### src/rtl/mem_access_unit.sv
// Data-memory access unit: turns a MEM-stage load/store into one word-wide bus transaction.
// Latency: with zero-wait memory, stall is high for 2 cycles and rdata is valid in the third; aborts after TIMEOUT wait cycles.
// Backpressure: holds the pipeline with stall while a request is outstanding; misaligned accesses never stall.
//
// Ports:
//   clk, reset            - sole clock; asynchronous active-low reset
//   addr, wdata, byteen   - EX/MEM address, store data and access size code
//   mem_read, mem_write   - load / store present in MEM (both high = store)
//   bus_ack, bus_rdata    - memory completion pulse and read word
//   stall                 - freeze request to EX/MEM and upstream stages
//   rdata                 - extended load result for MEM/WB
//   bus_req, bus_we, bus_addr, bus_be, bus_wdata - word-aligned bus request
//   adel, ades, bus_err   - load misalign, store misalign, timeout pulses
module mem_access_unit #(
  parameter int unsigned TIMEOUT = 255
) (
  input  logic        clk,
  input  logic        reset,
  input  logic [31:0] addr,
  input  logic [31:0] wdata,
  input  logic [2:0]  byteen,
  input  logic        mem_read,
  input  logic        mem_write,
  input  logic        bus_ack,
  input  logic [31:0] bus_rdata,
  output logic        stall,
  output logic [31:0] rdata,
  output logic        bus_req,
  output logic        bus_we,
  output logic [31:0] bus_addr,
  output logic [3:0]  bus_be,
  output logic [31:0] bus_wdata,
  output logic        adel,
  output logic        ades,
  output logic        bus_err
);

  localparam logic [7:0] WAIT_LAST = 8'(TIMEOUT - 1);

  typedef enum logic [1:0] {
    S_IDLE = 2'd0,
    S_REQ  = 2'd1,
    S_WAIT = 2'd2,
    S_DONE = 2'd3
  } state_t;

  state_t      state;
  state_t      state_nxt;
  logic [7:0]  wait_cnt;
  logic [1:0]  lane_q;
  logic [2:0]  size_q;

  logic        is_half;
  logic        is_byte;
  logic        is_store;
  logic        misalign;
  logic        access;
  logic        accept;
  logic        timeout_hit;
  logic [3:0]  be_nxt;
  logic [31:0] wdata_lane;
  logic [15:0] ld_half;
  logic [7:0]  ld_byte;
  logic [31:0] ld_val;

  // Access decode. The cycle carrying bus_err still has the aborted
  // instruction sitting in EX/MEM; it must not be re-accepted, so access
  // is masked for that one cycle and the instruction moves on with stall=0.
  always_comb begin
    is_half  = (byteen == 3'b001) || (byteen == 3'b010);
    is_byte  = (byteen == 3'b011) || (byteen == 3'b100);
    is_store = mem_write;
    if (is_byte) begin
      misalign = 1'b0;
    end else if (is_half) begin
      misalign = addr[0];
    end else begin
      misalign = (addr[1:0] != 2'b00);
    end
    access = reset && !bus_err && (mem_read || mem_write);
  end

  // Lane enables and replicated store data.
  always_comb begin
    if (is_byte) begin
      be_nxt     = 4'b0001 << addr[1:0];
      wdata_lane = {4{wdata[7:0]}};
    end else if (is_half) begin
      be_nxt     = 4'b0011 << addr[1:0];
      wdata_lane = {2{wdata[15:0]}};
    end else begin
      be_nxt     = 4'b1111;
      wdata_lane = wdata;
    end
  end

  // Load extraction uses the lane/size captured at accept, never the live
  // EX/MEM inputs, which may change while the pipeline is frozen.
  always_comb begin
    ld_half = lane_q[1] ? bus_rdata[31:16] : bus_rdata[15:0];
    case (lane_q)
      2'd0:    ld_byte = bus_rdata[7:0];
      2'd1:    ld_byte = bus_rdata[15:8];
      2'd2:    ld_byte = bus_rdata[23:16];
      default: ld_byte = bus_rdata[31:24];
    endcase
    case (size_q)
      3'b001:  ld_val = {{16{ld_half[15]}}, ld_half};
      3'b010:  ld_val = {16'h0000, ld_half};
      3'b011:  ld_val = {{24{ld_byte[7]}}, ld_byte};
      3'b100:  ld_val = {24'h000000, ld_byte};
      default: ld_val = bus_rdata;
    endcase
  end

  assign timeout_hit = (wait_cnt == WAIT_LAST);

  always_ff @(posedge clk or negedge reset) begin
    if (!reset) begin
      state <= S_IDLE;
    end else begin
      state <= state_nxt;
    end
  end

  always_comb begin
    state_nxt = state;
    stall     = 1'b0;
    bus_req   = 1'b0;
    adel      = 1'b0;
    ades      = 1'b0;
    accept    = 1'b0;
    case (state)
      S_IDLE: begin
        if (access) begin
          if (misalign) begin
            adel = !is_store;
            ades = is_store;
          end else begin
            stall     = 1'b1;
            accept    = 1'b1;
            state_nxt = S_REQ;
          end
        end
      end
      S_REQ: begin
        bus_req   = 1'b1;
        stall     = 1'b1;
        state_nxt = bus_ack ? S_DONE : S_WAIT;
      end
      S_WAIT: begin
        bus_req = 1'b1;
        stall   = 1'b1;
        if (bus_ack) begin
          state_nxt = S_DONE;
        end else if (timeout_hit) begin
          state_nxt = S_IDLE;
        end
      end
      // DONE always returns to IDLE: stall is low here, so the instruction
      // leaves EX/MEM at this edge and is never issued twice.
      S_DONE: begin
        state_nxt = S_IDLE;
      end
      default: begin
        state_nxt = S_IDLE;
      end
    endcase
  end

  always_ff @(posedge clk or negedge reset) begin
    if (!reset) begin
      bus_addr  <= '0;
      bus_be    <= '0;
      bus_wdata <= '0;
      bus_we    <= 1'b0;
      lane_q    <= '0;
      size_q    <= '0;
      wait_cnt  <= '0;
      rdata     <= '0;
      bus_err   <= 1'b0;
    end else begin
      bus_err <= 1'b0;
      if (accept) begin
        bus_addr  <= {addr[31:2], 2'b00};
        bus_be    <= be_nxt;
        bus_wdata <= wdata_lane;
        bus_we    <= is_store;
        lane_q    <= addr[1:0];
        size_q    <= byteen;
      end
      case (state)
        S_REQ: begin
          wait_cnt <= '0;
          if (bus_ack && !bus_we) begin
            rdata <= ld_val;
          end
        end
        S_WAIT: begin
          if (bus_ack) begin
            if (!bus_we) begin
              rdata <= ld_val;
            end
          end else if (timeout_hit) begin
            bus_err  <= 1'b1;
            rdata    <= '0;
            wait_cnt <= '0;
          end else begin
            wait_cnt <= wait_cnt + 8'd1;
          end
        end
        default: begin
        end
      endcase
    end
  end

endmodule

### config.mk
export PLATFORM = sky130hd
export DESIGN_NAME = mem_access_unit
export DESIGN_NICKNAME = d
export VERILOG_FILES = /design/src/rtl/mem_access_unit.sv
export SDC_FILE = /design/constraint.sdc
export NUM_CORES = 1
export LEC_CHECK = 0
export CAP_MARGIN = 10
export CORE_MARGIN = 2
export CORE_UTILIZATION = 46
export DETAILED_ROUTE_END_ITERATION = 16
export PLACE_DENSITY_LB_ADDON = 0.08
export SLEW_MARGIN = 10
export SYNTH_ARGS = -nofsm -noshare
export SYNTH_HDL_FRONTEND = slang
export SYNTH_SLANG_ARGS = --single-unit
### constraint.sdc
create_clock -name clk -period 2.8 [get_ports clk]
set_input_delay 0.42 -clock clk [delete_from_list [all_inputs] [get_ports clk]]
set_output_delay 0.42 -clock clk [all_outputs]
set_load 0.02 [all_outputs]
## Word level (Yosys, flattened, before mapping)

Cells that the tools add are included.

- $add $sub $neg: 1
- Equality and inequality tests: 20
- Shift-type cells: 2
- Multiplexer cells: 37
- Reductions and logical operators: 17

Operator list:

| cell | number |
|---|---|
| $mux 32 | 6 |
| $pmux 32 s4 | 1 |
| $pmux 32 s2 | 1 |
| $pmux 8 s3 | 1 |
| $mux 1 | 16 |
| $mux 16 | 1 |
| $mux 8 | 2 |
| $pmux 8 s2 | 1 |
| $eq 3x2->1 const B | 4 |
| $add 8x1->8 const B | 1 |
| $eq 8x8->1 const B | 1 |
| $mux 2 | 4 |
| $mux 4 | 2 |
| $ne 2x2->1 const B | 4 |
| $pmux 2 s4 | 1 |
| $eq 2x2->1 const B | 3 |
| $eq 3x1->1 const B | 2 |
| $eq 3x3->1 const B | 2 |
| $ne 3x3->1 const B | 2 |
| $eq 2x1->1 const B | 2 |
| $logic_not 2->1 | 2 |
| $reduce_and 4->1 | 1 |
| $reduce_bool 2->1 | 2 |
| $shl 1x2->4 const A | 1 |
| 8 further kinds | 14 |

- Flip-flop bits (word level): 115
- Input bits: 104
- Output and inout port bits: 106
- Logic and storage cells: 87

## Logic depth before layout (Yosys ltp)

Gate-level depths: netlist (run 1).

- Word-level depth: 7
- Gate-level depth with buffers: 9
- Depth with buffers taken out: 7

## Worst setup path before layout (run 1)

Ideal clock, no wire load.

- Kind: register -> output
- Start point: register state[0]
- End point: output port stall
- Arrival: 1.907 ns
- Data required time: 2.380 ns
- Setup slack: 0.473 ns
- Stages on the path, launching flop included: 9
- Path buffers: 2
- Cells stage by stage: dfrtp_1 > inv_1 > ha_1 > inv_1 > nor4b_1 > nand4_2 > buf_6 > buf_2 > a21oi_1

- Word-level cells in the longest chain between the ends: 3
- Elaborated cells between the ends (all ways): 5
- Those cells by class: 2 x eq/ne; 1 x mux; 2 x reduce/logical

RTL lines:

| item | line | RTL |
|---|---|---|
| start: declaration | 47 | `state_t state;` |
| start signal: assignment | 122 | `state <= state_nxt;` |
| $eq 2x2->1 or $eq 2x1->1 (tied branches) | 133 | `case (state)` |
| $reduce_or 2->1 (no source line) | -- |  |
| $pmux 1 s2 * | 133 |  |
| end: declaration | 26 | `output logic stall,` |

Mark *: on every way between the ends. The rest lies on a longest branch, timed or not.

## Worst setup path after layout (run 1)

- Start point: input port addr[0]
- End point: output port ades

- Word-level cells in the longest chain between the ends: 6

RTL lines:

| item | line | RTL |
|---|---|---|
| start: declaration | 19 | `input logic [31:0] addr,` |
| $reduce_bool 2->1 | 78 | `misalign = (addr[1:0] != 2'b00);` |
| $mux 1 * | 75 | `end else if (is_half) begin` |
| $mux 1 * | 73 | `if (is_byte) begin` |
| $mux 1 * | 136 | `if (misalign) begin` |
| $mux 1 * | 135 | `if (access) begin` |
| $mux 1 * | 133 |  |
| end: declaration | 34 | `output logic ades,` |

Marks and branches as above.

==> results of run 1 <==
final timing paths:
kind	from	end	slack (ns)
max	addr[0]	ades	0.08
min	reset	bus_addr[5]$_DFFE_PN0P_	0.04
max reg2reg	lane_q[0]$_DFFE_PN0P_	rdata[20]$_DFFE_PN0P_	0.55
min reg2reg	bus_wdata[31]$_DFFE_PN0P_	bus_wdata[31]$_DFFE_PN0P_	0.47
max in group asynchronous	reset	bus_wdata[25]$_DFFE_PN0P_	1.36
min in group clk	bus_wdata[31]$_DFFE_PN0P_	bus_wdata[31]$_DFFE_PN0P_	0.47
synth_stat cells, types with 3 or more instances:
| cell | n | share of area, % |
|---|---|---|
| nand2_1 | 52 | 3.3 |
| xor2_1 | 5 | 0.73 |
| a221o_1 | 8 | 1.3 |
| mux2_2 | 31 | 5.8 |
| nor2_1 | 18 | 1.1 |
| mux4_2 | 4 | 1.5 |
| clkbuf_1 | 16 | 1.0 |
| mux2i_1 | 17 | 2.8 |
| nand2b_1 | 7 | 0.73 |
| or3_1 | 3 | 0.31 |
| dfrtp_1 | 115 | 48 |
| o22ai_1 | 3 | 0.31 |
| o2bb2ai_1 | 17 | 2.5 |
| o211ai_1 | 8 | 1.0 |
| a311oi_1 | 8 | 1.2 |
| inv_1 | 8 | 0.50 |
| nand3_1 | 13 | 1.1 |
| buf_4 | 5 | 0.63 |
| a21o_1 | 8 | 1.0 |
| mux2_1 | 19 | 3.6 |
| a21oi_1 | 29 | 2.4 |
| and3_1 | 4 | 0.42 |
| a32o_1 | 6 | 1.0 |
| buf_6 | 6 | 1.1 |
| ha_1 | 10 | 2.1 |
| o21ai_0 | 50 | 4.2 |
| mux4_1 | 4 | 1.8 |
| nor2b_1 | 21 | 2.2 |
| buf_2 | 10 | 0.84 |
power groups by stage:
stage | registers (W) | logic, W | clock network (W)
4_1_cts | 0.00295 | 0.00506 | 0.00211
3_3_place_gp | 0.00292 | 0.00494 | 0
2_1_floorplan | 0.00364 | 0.00207 | 0
5_1_grt | 0.00304 | 0.00538 | 0.00219
6_report | 0.00295 | 0.00505 | 0.00208
3_5_place_dp | 0.00296 | 0.00504 | 0
state kept, by name (all words and copies together), names as in the netlist:
signal and cells:
state 2, bus_we 1, bus_be 4, size_q 3, rdata 32, bus_wdata 32
wait_cnt 8, bus_err 1, bus_addr 30, lane_q 2
metrics by stage:
| stage | cells | worst slack [ns] | TNS, ns |
|---|---|---|---|
| after floorplan | 544 | 0.473 | 0 |
| after global placement | 922 | -0.355 | -0.614 |
| after detailed placement | 922 | -0.379 | -0.671 |
| after CTS | 953 | 0.00726 | 0 |
| after global routing | 953 | -0.0173 | -0.0173 |
| final | 953 | 0.0805 | 0 |
timing repair:
| action | CTS | global route |
|---|---|---|
| cloned | 0 | 0 |
| endpoints found under the setup margin | 2 | 3 |
| endpoints found under the hold margin | 0 | 0 |
| gates resized for setup | 6 | 4 |
per-layer routing:
layer  vias to the layer above  GRT usage (%)
li1                       2429              -
met1                      2607           30.4
met2                       288           42.7
met3                        43           10.8
met4                         0           10.2
met5                         -              0
layout by cell type, fill, tap and decap left out, types with 6 or more instances in the layout:
cell,instances
inv_1,8
nor2_1,18
mux2_1,19
nand3_1,13
nand2_1,52
a32o_1,6
clkbuf_16,17
a21oi_1,29
a221o_1,8
ha_1,10
mux2i_1,17
nor2b_1,21
a21o_1,8
nand2b_1,7
o2bb2ai_1,17
buf_4,36
dfrtp_1,115
o211ai_1,8
a311oi_1,8
mux2_2,31
clkdlybuf4s50_1,203
o21ai_0,50
layout make-up:
cell class              count  area, sq um  area share, %
clock inverters            10          109           1.22
clock buffers              21          460           5.14
flip-flops and latches    115         2880           32.1
well taps                 172          215           2.40
repair buffers            244         2380           26.6
multi-input cells         383         2890           32.2
inverters                   8         30.0          0.335
kinds of logic (layout without fill, tap and decap cells):
kind of cell	after synthesis	after routing
flops	115	115
mux	76	76
fa+ha+maj	12	12
buf+inv	46	283
compound gates	149	149
other cells	1	2
simple gates	137	137
xor+xnor	7	7
==> impl_metrics.yaml, run 1 <==
status:
  status: "finished clean"
timing:
  drv_slew: 0
  rsz0062_at_grt: "yes"
  worstMarginPinSlew_ns: 1.06
  setup_violations: 0
  slew_headroom_pct: 28.8
  timing.final.crit_share_pct: 97.1
  hold_viol: 0
  fmax_mhz: 368
  hold_ws_ns: 0.0411
  skew_ns: 0.00562
  period_minus_slack_ns: 2.72
power_and_ir_drop:
  max-vdd-ir-drop_uv: 603
  clockPowerShare_pct: 20.6
  p_int_w: 0.00619
  seqPwrFrac_pct: 29.3
  p_leak_nw: 3.81
  powerDensity_nw_per_um2: 1120
  p_sw_w: 0.00388
  fin_total_pwr_w: 0.0101
  p_comb_share_pct: 50.1
  swShare_pct: 38.5
worst_setup_path:
  crit_chain: "clkdlybuf4s50_1 -> inv_1 -> ha_1 -> or3_4 -> and3_1 -> nor3b_2 -> clkdlybuf4s15_2"
  ff2ff_path_depth: 5
  end_kind: "primary output"
  crit_arrival_ns: 2.30
  start_kind: "primary input"
  critPathMaxFanout: 2
  crit_family: "buffers and inverters"
  critPathKind: "in2out"
  cp_num_cells: 7
  crit_buf_inv: 3
  worstPathRequired_ns: 2.38
  slowest_stage: "clkdlybuf4s50_1"
  critical-path-max-stage-delay_ns: 0.48
global_route:
  grt.overflow.total: 0
  grtUsageTotal_pct: 26.1
  grt_max_degree: 84
  antenna_found_initial: 0
  grt_pass1_wl_um: 28800
  grt_pass1_vias: 5567
drt:
  met1_length_um: 6900
  drc: 0
  vias_per_cell: 5.63
  drt-total-wl_um: 17600
  met2WireLength_um: 8430
  top_layer: "met4"
  ant_nets: 0
  vias: 5367
  dr.pass1.iters: 5
  drt_iter0_drc: 444
  wl_met3_um: 1830
  wl_per_cell_um: 18.5
final_layout:
  num-fill-cells: 972
  drive_above_1_share_pct: 15.4
  final_core_util_pct: 70.7
  fin_nets: 883
  diodes: 0
  area_growth_pct: 49.7
  fin_area_sq_um: 8960
synthesis:
  avgSynthCellArea_sq_um: 11.0
  synth_flop_cell: "dfrtp_1"
  ys_ff_latch: 115
  synth-xor-area-share_pct: 1.02
  netlist_area_sq_um: 5990
  synth-edff-count: 0
  synth_cell_types: 56
  yosysWarnings: 0
  synth_top_family_by_area: "compound AO/OA/AOI/OAI gates"
  synth_compound_area_share_pct: 16.8
  syn_inst: 543
  async_flop_share_pct: 100
  yosysSeqAreaShare_pct: 48.1
  yosys.area_share.simple_pct: 11.7
  synthAdderAreaFrac_pct: 2.42
  synthMuxAreaShare_pct: 15.7
worst_hold_path:
  min_path_type: "in2async"
clocking:
  h-tree-depth: 4
  clock-root-buffer: "clkbuf_16"
  cts_made_buffers: 17
  post-cts-setup-buffers: 0
  cts_tree: "built"
  insertion_delay_ns: 0.41
  clock_path_buffers: 2
  clk_pin_slew_ns: 0.06
  cts_hold_buf: 0
  cts_num_sinks: 115
floorplan:
  die_w_um: 118
  design.core.area_sq_um: 12700
  die_h_um: 118
  dieArea_sq_um: 13900
  io-pin-count: 210
  start_util_pct: 47.2
  rows: 41
job:
  maxCapViolations: 0
place:
  placed_area_sq_um: 8380
  place.gp.congestion: 0.902
  numPortBuffers: 207
  hpwl_um: 12700
Note: power is estimated with default switching activity, not from simulation.
==> run 2, diff against run 1 <==
--- a/config.mk
+++ b/config.mk
@@ -10,6 +10,7 @@
 export CORE_UTILIZATION = 46
 export DETAILED_ROUTE_END_ITERATION = 16
 export PLACE_DENSITY_LB_ADDON = 0.08
+export SETUP_SLACK_MARGIN = 0.4
 export SLEW_MARGIN = 10
 export SYNTH_ARGS = -nofsm -noshare
 export SYNTH_HDL_FRONTEND = slang
==> constraint.sdc (replaced) <==
create_clock -name clk -period 2.9 [get_ports clk]
set_input_delay 0.435 -clock clk [delete_from_list [all_inputs] [get_ports clk]]
set_output_delay 0.435 -clock clk [all_outputs]
set_load 0.02 [all_outputs]
==> run 2 against run 1 <==
Compared with the run above: hold slack better by 0.39 ns; die area stayed put; cell count is 0.31% higher; clock skew is 0.0014 ns higher; design area is 0.71% higher; combinational power hardly changed; clock-buffer cell count is 1 higher; sequential power is 7.1% lower; first-iteration DRC count is 6.1% higher; non-clock buffer count is 2 higher; power is 1.8% lower.
==> impl_metrics.yaml, run 2 (synthesis results as in run 1) <==
status:
  status: "finished clean"
timing:
  skew_ns: 0.00698
  setup_slack_ns: 0.499
  hold_ws_ns: 0.436
  timing.final.crit_share_pct: 82.8
  rsz0062_at_grt: "yes"
  slew_headroom_pct: 27.9
  worstMarginPinSlew_ns: 1.08
  hold_viol: 0
  period_minus_slack_ns: 2.40
  setup_violations: 0
  drv_slew: 0
  fmax_mhz: 416
worst_setup_path:
  worstReg2RegEnd: "bus_wdata[24]$_DFFE_PN0P_"
  r2r_setup_slack_ns: 0.71
  critPathMaxFanout: 3
  crit_arrival_ns: 1.97
  r2r_start: "state[0]$_DFFE_PN0P_"
  end_kind: "primary output"
  ff2ff_path_depth: 10
  start_kind: "flip-flop"
  worstPathRequired_ns: 2.47
  critPathKind: "reg2out"
floorplan:
  dieArea_sq_um: 13900
  die_h_um: 118
  die_w_um: 118
  io-pin-count: 210
  design.core.area_sq_um: 12700
  rows: 41
  start_util_pct: 47.2
power_and_ir_drop:
  p_sw_w: 0.00377
  powerDensity_nw_per_um2: 1100
  p_leak_nw: 3.85
  seqPwrFrac_pct: 27.7
  max-vdd-ir-drop_uv: 687
  clockPowerShare_pct: 21.5
  p_int_w: 0.00612
  swShare_pct: 38.1
  p_comb_share_pct: 50.8
final_layout:
  top_regs: "bus_wdata (32), rdata (32), bus_addr (30)"
  fin_nets: 885
  regArea_sq_um: 2880
  drive_above_1_share_pct: 16.5
  mostFrequentLayoutCell: "clkdlybuf4s50_1"
  num-fill-cells: 950
  fin_area_sq_um: 9020
  diodes: 0
  final_cell_mix: "199 x clkdlybuf4s50_1, 115 x dfrtp_1, 52 x nand2_1, 50 x o21ai_0, 40 x buf_4"
  multi_input_area_sq_um: 2920
  final_core_util_pct: 71.2
  area_growth_pct: 50.7
job:
  maxCapViolations: 0
clocking:
  clock_path_buffers: 2
  cts_num_sinks: 115
  insertion_delay_ns: 0.41
  h-tree-depth: 4
  cts_tree: "built"
  cts_made_buffers: 17
  clock-root-buffer: "clkbuf_16"
  clk_pin_slew_ns: 0.05
drt:
  vias_per_cell: 5.58
  dr.pass1.iters: 5
  ant_nets: 0
  wl_per_cell_um: 18.7
  drt_iter0_drc: 471
  drc: 0
  vias: 5333
  drt-total-wl_um: 17900
global_route:
  grt_pass1_vias: 5478
  grt_max_degree: 84
  antenna_found_initial: 0
  grt.overflow.total: 0
  grtUsageTotal_pct: 25.8
  grt_pass1_wl_um: 28300
place:
  hpwl_um: 12400
  numPortBuffers: 207
  place.gp.congestion: 0.915
  dp_slack_ns: -0.268
  placed_area_sq_um: 8350
worst_hold_path:
  min_path_type: "in2async"
run 2: per-layer routing:
metal | up-vias | global-route usage [%] | part of all wire [%]
li1 | 2448 | - | -
met1 | 2577 | 31.3 | 40
met2 | 270 | 40.9 | 48
met3 | 38 | 9.64 | 9.5
met4 | 0 | 11.8 | 2.5
met5 | - | 0 | 0
run 2: worst max-delay path, stage by stage (launching register included):
cell and delay (ns):
dfrtp_1 0.38, inv_1 0.09, ha_1 0.17, inv_1 0.08, nor4b_2 0.24, buf_4 0.15, nand4_4 0.12, a21oi_4 0.17
buf_4 0.16
run 2: per-stage QoR:
stage	cells	setup TNS [ns]	power, W
global placement	921	-0.534	0.00759
floorplan	544	0	0.00551
detailed placement	921	-0.583	0.00769
global route	956	0	0.0104
CTS	955	0	0.00994
finish	956	0	0.00989
run 2: area by class of cell:
class | instances | area share, %
Clock buffer | 22 | 5.26
Timing Repair Buffer | 246 | 26.3
Clock inverter | 10 | 1.44
Tap cell | 172 | 2.39
Sequential cell | 115 | 31.9
Multi-Input combinational cell | 383 | 32.4
Inverter | 8 | 0.333
run 2: worst max-delay path by stage:
stage / from / end / slack [ns] / depth (start not counted)
detailed placement: addr[0] / adel / -0.27 / 7
global route: state[0]$_DFFE_PN0P_ / stall / 0.36 / 8
floorplan: state[0]$_DFFE_PN0P_ / stall / 0.56 / 8
global placement: addr[0] / adel / -0.28 / 7
finish: state[0]$_DFFE_PN0P_ / stall / 0.50 / 8
CTS: state[1]$_DFFE_PN0P_ / stall / 0.41 / 8
run 2: power by group through the flow:
stage | combinational [W] | clock (W) | sequential, W
6_report | 0.00502 | 0.00213 | 0.00274
5_1_grt | 0.00535 | 0.00225 | 0.00283
4_1_cts | 0.00501 | 0.00217 | 0.00275
3_5_place_dp | 0.00493 | 0 | 0.00276
3_3_place_gp | 0.00486 | 0 | 0.00272
2_1_floorplan | 0.00200 | 0 | 0.00351
run 2: repair_timing:
action	in CTS	in global routing
setup endpoints to repair	3	3
pin swaps	2	2
resized for setup	32	2
hold buffers	1	0
buffers inserted	1	1
hold endpoints to repair	1	0
